<file path="config.mk">
export PLATFORM = sky130hd
export DESIGN_NAME = axis_eth_fcs_pad
export DESIGN_NICKNAME = d
export VERILOG_FILES = /design/src/rtl/axis_eth_fcs_pad.sv
export SDC_FILE = /design/constraint.sdc
export NUM_CORES = 1
export LEC_CHECK = 0
export ABC_AREA = 1
export CAP_MARGIN = 20
export CORE_UTILIZATION = 35
export CTS_CLUSTER_DIAMETER = 120
export DETAILED_ROUTE_END_ITERATION = 8
export GPL_ROUTABILITY_DRIVEN = 0
export PLACE_DENSITY = 0.56
export SYNTH_ARGS = -nofsm -noshare
export SYNTH_HDL_FRONTEND = slang
export SYNTH_SLANG_ARGS = --single-unit
export TNS_END_PERCENT = 30
</file>
<file path="constraint.sdc">
create_clock -name clk -period 1.95 [get_ports clk]
set_input_delay 0.195 -clock clk [delete_from_list [all_inputs] [get_ports clk]]
set_output_delay 0.195 -clock clk [all_outputs]
set_load 0.03 [all_outputs]
</file>
<file path="src/rtl/axis_eth_fcs_pad.sv">
// Ethernet TX framing stage: zero-pads short frames to MIN_LEN and appends the
// IEEE 802.3 CRC-32 FCS behind a single output register stage.
//
// state   | meaning
// --------+------------------------------------------
// IDLE    | no frame in progress
// PAYLOAD | forwarding input bytes
// PAD     | emitting 0x00 pad bytes up to MIN_LEN
// FCS     | emitting the 4 FCS bytes, LSB first
module axis_eth_fcs_pad #(
    parameter int MIN_LEN = 60
) (
    input  logic       clk,
    input  logic       rst,
    input  logic [7:0] s_axis_tdata,
    input  logic       s_axis_tvalid,
    output logic       s_axis_tready,
    input  logic       s_axis_tlast,
    input  logic       s_axis_tuser,
    output logic [7:0] m_axis_tdata,
    output logic       m_axis_tvalid,
    input  logic       m_axis_tready,
    output logic       m_axis_tlast,
    output logic       m_axis_tuser,
    output logic       stat_frame_o,
    output logic       stat_pad_o,
    output logic       stat_bad_o
);

    typedef enum logic [1:0] {IDLE, PAYLOAD, PAD, FCS} state_t;

    localparam logic [15:0] MIN_LEN_W = 16'(MIN_LEN);

    state_t      state_q, state_d;
    logic [31:0] crc_q, crc_d;
    logic [15:0] cnt_q, cnt_d;
    logic [1:0]  idx_q, idx_d;
    logic        bad_q, bad_d;
    logic        padded_q, padded_d;
    logic [7:0]  tdata_d;
    logic        tvalid_d, tlast_d, tuser_d;

    logic        load;
    logic [15:0] cnt_inc;
    logic        short_frame;
    logic [31:0] fcs_word;

    function automatic logic [31:0] crc_byte(input logic [31:0] c, input logic [7:0] d);
        logic [31:0] r;
        r = c ^ {24'h0, d};
        for (int i = 0; i < 8; i++) begin
            r = r[0] ? ((r >> 1) ^ 32'hEDB8_8320) : (r >> 1);
        end
        return r;
    endfunction

    assign load          = !m_axis_tvalid || m_axis_tready;
    assign s_axis_tready = load && (state_q == IDLE || state_q == PAYLOAD);
    assign cnt_inc       = (&cnt_q) ? cnt_q : cnt_q + 16'd1;
    // cnt_inc < MIN_LEN, written so that MIN_LEN = 0 is not a constant compare
    assign short_frame   = ({1'b0, cnt_inc} + 17'd1) <= {1'b0, MIN_LEN_W};
    assign fcs_word      = bad_q ? crc_q : ~crc_q;

    assign stat_frame_o = m_axis_tvalid && m_axis_tready && m_axis_tlast;
    assign stat_pad_o   = stat_frame_o && padded_q;
    assign stat_bad_o   = stat_frame_o && bad_q;

    always_comb begin
        state_d  = state_q;
        crc_d    = crc_q;
        cnt_d    = cnt_q;
        idx_d    = idx_q;
        bad_d    = bad_q;
        padded_d = padded_q;
        tdata_d  = m_axis_tdata;
        tvalid_d = m_axis_tvalid;
        tlast_d  = m_axis_tlast;
        tuser_d  = m_axis_tuser;
        if (load) begin
            tvalid_d = 1'b0;
            tlast_d  = 1'b0;
            tuser_d  = 1'b0;
            case (state_q)
                IDLE, PAYLOAD: begin
                    if (s_axis_tvalid) begin
                        tdata_d  = s_axis_tdata;
                        tvalid_d = 1'b1;
                        crc_d    = crc_byte(crc_q, s_axis_tdata);
                        cnt_d    = cnt_inc;
                        state_d  = PAYLOAD;
                        if (s_axis_tlast) begin
                            bad_d    = s_axis_tuser;
                            padded_d = short_frame;
                            idx_d    = 2'd0;
                            state_d  = short_frame ? PAD : FCS;
                        end
                    end
                end
                PAD: begin
                    tdata_d  = 8'h00;
                    tvalid_d = 1'b1;
                    crc_d    = crc_byte(crc_q, 8'h00);
                    cnt_d    = cnt_inc;
                    if (cnt_inc == MIN_LEN_W) begin
                        state_d = FCS;
                    end
                end
                FCS: begin
                    tdata_d  = fcs_word[{idx_q, 3'b000} +: 8];
                    tvalid_d = 1'b1;
                    if (idx_q == 2'd3) begin
                        tlast_d = 1'b1;
                        tuser_d = bad_q;
                        state_d = IDLE;
                        crc_d   = 32'hFFFF_FFFF;
                        cnt_d   = 16'd0;
                        idx_d   = 2'd0;
                    end else begin
                        idx_d = idx_q + 2'd1;
                    end
                end
                default: state_d = IDLE;
            endcase
        end
    end

    always_ff @(posedge clk) begin
        if (rst) begin
            state_q       <= IDLE;
            crc_q         <= 32'hFFFF_FFFF;
            cnt_q         <= 16'd0;
            idx_q         <= 2'd0;
            bad_q         <= 1'b0;
            padded_q      <= 1'b0;
            m_axis_tdata  <= 8'h00;
            m_axis_tvalid <= 1'b0;
            m_axis_tlast  <= 1'b0;
            m_axis_tuser  <= 1'b0;
        end else begin
            state_q       <= state_d;
            crc_q         <= crc_d;
            cnt_q         <= cnt_d;
            idx_q         <= idx_d;
            bad_q         <= bad_d;
            padded_q      <= padded_d;
            m_axis_tdata  <= tdata_d;
            m_axis_tvalid <= tvalid_d;
            m_axis_tlast  <= tlast_d;
            m_axis_tuser  <= tuser_d;
        end
    end

endmodule

</file>
Word-level counts from Yosys, hierarchy flattened

Cells that the tools add are included.

Logic and storage cells: 102
Output and inout port bits: 15
Bits in latches: 0
Bits in writable memories: 0
Memories: 0
Bits in read-only memories: 0
Flip-flop bits (word level): 65

Order comparisons: 1
Reductions and logical operators: 18
Bitwise gates (word level): 18
Div/mod/pow operators: 0
$add $sub $neg: 3
Shifts and indexed selects: 1
Eq/ne operators: 9
$mul: 0
Muxes and demuxes: 42

Operators by type and width:

| cell                                                  | number |
|---|---|
| two-way mux 32 bit                                    | 19 |
| inverter 13 -> 14 bit                                 | 16 |
| case mux 32 bit (3 select lines)                      | 1 |
| two-way mux 16 bit                                    | 3 |
| case mux 16 bit (3 select lines)                      | 1 |
| inverter 32 bit                                       | 1 |
| variable part select 32 x 6 -> 8 bit                  | 1 |
| XOR 32 x 8 -> 32 bit                                  | 1 |
| case mux 8 bit (3 select lines)                       | 1 |
| adder 16 x 1 -> 17 bit (second input constant)        | 1 |
| <= comparator 17 x 6 -> 1 bit (second input constant) | 1 |
| adder 16 x 1 -> 16 bit (second input constant)        | 1 |
| equality test 16 x 6 -> 1 bit (second input constant) | 1 |
| AND reduction 16 bit                                  | 1 |
| two-way mux 2 bit                                     | 7 |
| AND reduction 4 bit                                   | 3 |
| two-way mux 8 bit                                     | 1 |
| inequality test 2 bit (second input constant)         | 4 |
| equality test 2 bit (second input constant)           | 3 |
| two-way mux 1 bit                                     | 6 |
| case mux 2 bit (3 select lines)                       | 1 |
| logical AND 1 bit                                     | 5 |
| case mux 2 bit (2 select lines)                       | 1 |
| OR reduction 2 bit                                    | 2 |
| 9 further kinds                                       | 10 |

Logic depth before layout (Yosys ltp)

Depth in word-level cells: 19
Mapped depth: 19
Gate-level depth less buffers: 19

Least setup slack after synthesis

OpenSTA, ideal clock, no wires.

Kind: register to register
Start: reg cnt_q[0]
End: reg state_q[0]
Slack: -0.195 ns
Stages on the path, launching flop included: 18
Data arrival time: 2.014 ns
Period minus slack after synthesis: 2.145 ns
Cells stage by stage: dfxtp_1 > ha_1 > nand2_2 > nor2_4 > nand2_4 > nor2_8 > inv_4 > buf_6 > o21ai_1 > nand3_2 > nor2_4 > nand3_1 > nand2_1 > nand2_1 > nor2_2 > nand3_1 > nand2_1 > a21oi_2

Longest elaborated chain between the ends: 8

Ends and longest elaborated chain:

| element                                                        | RTL line | RTL |
|---|---|---|
| from (decl)                                                    | 36       | `logic [15:0] cnt_q, cnt_d;` |
| from (signal assigned)                                         | 142      | `cnt_q <= cnt_d;` |
| adder 16 x 1 -> 16 bit or AND reduction 16 bit (tied branches) | 59       | `assign cnt_inc = (&cnt_q) ? cnt_q : cnt_q + 16'd1;` |
| two-way mux 16 bit *                                           | 59       |  |
| adder 16 x 1 -> 17 bit                                         | 61       | `assign short_frame = ({1'b0, cnt_inc} + 17'd1) <= {1'b0, MIN_LEN_W};` |
| <= comparator 17 x 6 -> 1 bit                                  | 61       |  |
| two-way mux 1 bit                                              | 95       | `state_d = short_frame ? PAD : FCS;` |
| two-way mux 2 bit                                              | 91       | `if (s_axis_tlast) begin` |
| two-way mux 2 bit                                              | 85       | `if (s_axis_tvalid) begin` |
| case mux 2 bit (3 select lines)                                | 83       | `case (state_q)` |
| to (signal assigned)                                           | 140      | `state_q <= state_d;` |
| to (decl)                                                      | 34       | `state_t state_q, state_d;` |

Every way passes the cells marked *; elsewhere a longest branch is shown, timed or not. The select of a mux whose other input is x is not followed.
A chain may end at the register's enable or synchronous reset.

Worst setup path after layout

Start: reg cnt_q[1]
End: reg state_q[0]

The elaborated chain is that of the path after synthesis.

==> results.txt <==
CTS tree -> built
share of flip-flops with an asynchronous set or reset -> 0%
clock tree sinks -> 65
Worst-path clk slew -> 0.06 ns
Critical R2R Capture -> state_q[0]
clock root cell -> clkbuf_16
DP Wirelength -> 13600 um
Inst Count DP -> 1084
CP startpoint -> cnt_q[1]
vias in the first global route -> 5651
post-cts hold buffer count -> 0
WP buf/inv -> 2
Initial Utilization -> 36.5%
Cell Area, Synth -> 0.00539 sq mm
via count -> 5694
Tightest Pin Transition -> 0.585 ns
crit-path cells -> ha_4, nand2_2, nor2_4, nand2_4, nor2_8, inv_6, nand2_1, nand2_4, nor2_4, nand2_1, nor2_2, nand3_1, nand2_1, inv_2, nor2_2, nand3_1, nand2_1, a21oi_2
Worst Path Max Fanout -> 10
I/O Buffers -> 28
drt first-iter violations -> 352
Final Util -> 50.1%
worst r2r path cells -> 18
routed vias/inst -> 5.17
Worst path depth -> 18
slowest stage delay, CP -> 0.37 ns
first-pass GRT wire length -> 29300 um
layout cells sized above 1 -> 26.7%
r2r setup slk -> -0.15 ns
CTS Buf Count -> 9
dpl ws -> -0.360 ns
sequential area share after synthesis -> 24.1%
DIE WIDTH -> 126 um
largest net degree at the start of global routing -> 34
leakage power -> 0.00328 uW
row cnt -> 44
max-slew violations -> 0
routed metal-1 wirelength -> 8270 um
maxcap violations -> 0
initial antenna violation count -> 0
TritonRoute pass-1 iters -> 5
die area -> 0.0159 sq mm
Layout Nets -> 928
H-tree Lvls -> 3
final hold viol count -> 0
Post-DRT Antenna Nets -> 0
critical register-to-register path startpoint -> cnt_q[1]
deepest clock path buffer count -> 2
Fin Setup TNS -> -0.239 ns
Distinct cells, synth -> 46
Max VDD drop -> 0.610 mV
Post-synth EDFFs -> 0
outcome -> complete, but fails checks
Cells after Synth -> 766
Seq cells post-synth -> 65
Final setup viols -> 2
GRT Total Usage -> 23.5%
Highest Clock Rate -> 477 MHz
Post-synth top flop -> dfxtp_1
Max-slew headroom -> 60.7%
Clk Latency, worst-skew pair -> 0.35 ns
RSZ-0062 raised after global routing -> yes
Hold Crit Class -> input pin to flip-flop
Remaining Overflow, GRT -> 0
DR WL met3 -> 1060 um
met2 WL post-DR -> 8290 um
Setup WS post-layout -> -0.148 ns
Worst Path Required -> 2.18 ns
DRC violations left -> 0
syn avg cell area -> 7.04 sq um
minimum clock period -> 2.10 ns
CP Capture Type -> flip-flop
Critical Path Start Type -> flip-flop
area grow syn2layout -> 37.0%
wire length per cell -> 16.4 um
core area -> 0.0148 sq mm
hold slack final -> 0.390 ns
syn nets -> 782
slowest CP cell -> dfxtp_4
top layer in use -> met4
Critical Path AT -> 2.33 ns
CP top delay family -> simple AND/OR/NAND/NOR gates
CP Capture Point -> state_q[0]
I/O Pins -> 29
CP most frequent cell -> nand2_1
Pwr per Cell Area -> 1330 mW/mm^2
ant diodes -> 0
Layout Cells excl Fill -> 1101
min-delay src -> s_axis_tuser
final wirelength -> 18100 um
Yosys warnings -> 0
Crit Path Class -> flip-flop to flip-flop
failing checks -> setup timing
Die Height -> 126 um
Final period util -> 108%
clock skew -> 0.00866 ns
-- worst min-delay path by stage --
stage,endpoint,slack [ns],depth (start not counted)
after floorplan,bad_q,0.32,2
after global placement,crc_q[23],0.46,2
after detailed placement,crc_q[23],0.47,2
after CTS,bad_q,0.38,3
after global routing,bad_q,0.43,3
final,bad_q,0.39,3
-- metal layers --
metal | vias to the layer above | track usage, %
li1 | 2843 | -
met3 | 33 | 3.27
met5 | - | 0
met1 | 2651 | 31.4
met2 | 167 | 38.3
met4 | 0 | 9.14
-- power by group --
group          total [uW]  internal [uW]  switching [uW]
registers            1940           1620             316
clock network        1700           1000             700
logic                6220           2840            3380
total                9860           5460            4400
-- registers in the layout, summed over array words and instances, names as in the netlist --
register,count
bad_q,1
cnt_q,16
crc_q,32
idx_q,2
m_axis_tdata,8
m_axis_tlast,1
m_axis_tuser,1
m_axis_tvalid,1
padded_q,1
state_q,2
-- logic make-up after synthesis --
logic type	count (synthesis)	synth area share, %
adders and majority gates	2	0.464
DFF	65	24.1
xor gates and xnor gates	132	23.5
and+or+nand+nor	257	21.4
buffers and inverters	114	8.80
AOI/OAI and AO/OA	196	21.7
-- per-stage QoR --
stage,total power [uW],cell area [sq um]
after CTS,9710,7250
final,9860,7390
after global routing,10500,7390
after floorplan,5880,5440
after global placement,7830,6910
after detailed placement,7920,6910
-- what timing repair did --
action,CTS,global route
pin swaps,2,8
gates cloned,0,0
setup endpoints to repair,4,15
endpoints found under the hold margin,0,0
gates resized for setup,9,34
buffers inserted,0,1
-- Yosys cell counts (4+ instances only) --
cell type / instances / area share [%]
o211ai_1: 26 / 3.6
nand2_2: 9 / 1.0
o21ai_0: 53 / 4.9
nand2_4: 4 / 0.84
nand2_1: 148 / 10
buf_4: 4 / 0.56
nand3_1: 19 / 1.8
a21oi_1: 76 / 7.1
dfxtp_1: 65 / 24
xnor2_4: 4 / 2.0
xnor2_1: 40 / 6.5
nor3_1: 4 / 0.37
xor2_1: 83 / 13
inv_1: 66 / 4.6
nor2_2: 8 / 0.93
nor2_1: 44 / 3.1
clkbuf_1: 26 / 1.8
nand4_1: 12 / 1.4
xnor2_2: 5 / 1.5
buf_2: 5 / 0.46
o21ai_1: 6 / 0.56
o221ai_1: 15 / 2.4
-- area by class of cell --
cell class,count,area (sq um)
fillers,1450,7370
multi-input cells,587,3790
repair buffers,176,1460
flip-flops and latches,65,1320
inverters,73,279
well taps,184,230
clock buffers,9,225
clock inverters,7,80.1
-- placed cells by master, fill, tap and decap left out, types with 7 or more instances in the layout --
cell type,count
nand3_1,18
nor2_2,13
nand2_4,8
o211ai_1,26
nand2_2,14
a21oi_1,76
buf_4,142
o221ai_1,15
inv_1,66
xnor2_1,38
dfxtp_1,55
clkdlybuf4s50_1,27
nand4_1,12
dfxtp_2,8
o21ai_0,52
xor2_1,80
nor2_4,7
clkbuf_16,9
nor2_1,35
nand2_1,139
-- worst min-delay path, cell delays in order --
cell             delay [ns]
clkdlybuf4s50_1        0.40
inv_1                  0.05
a21oi_1                0.05
(Power assumes the default switching activity.)
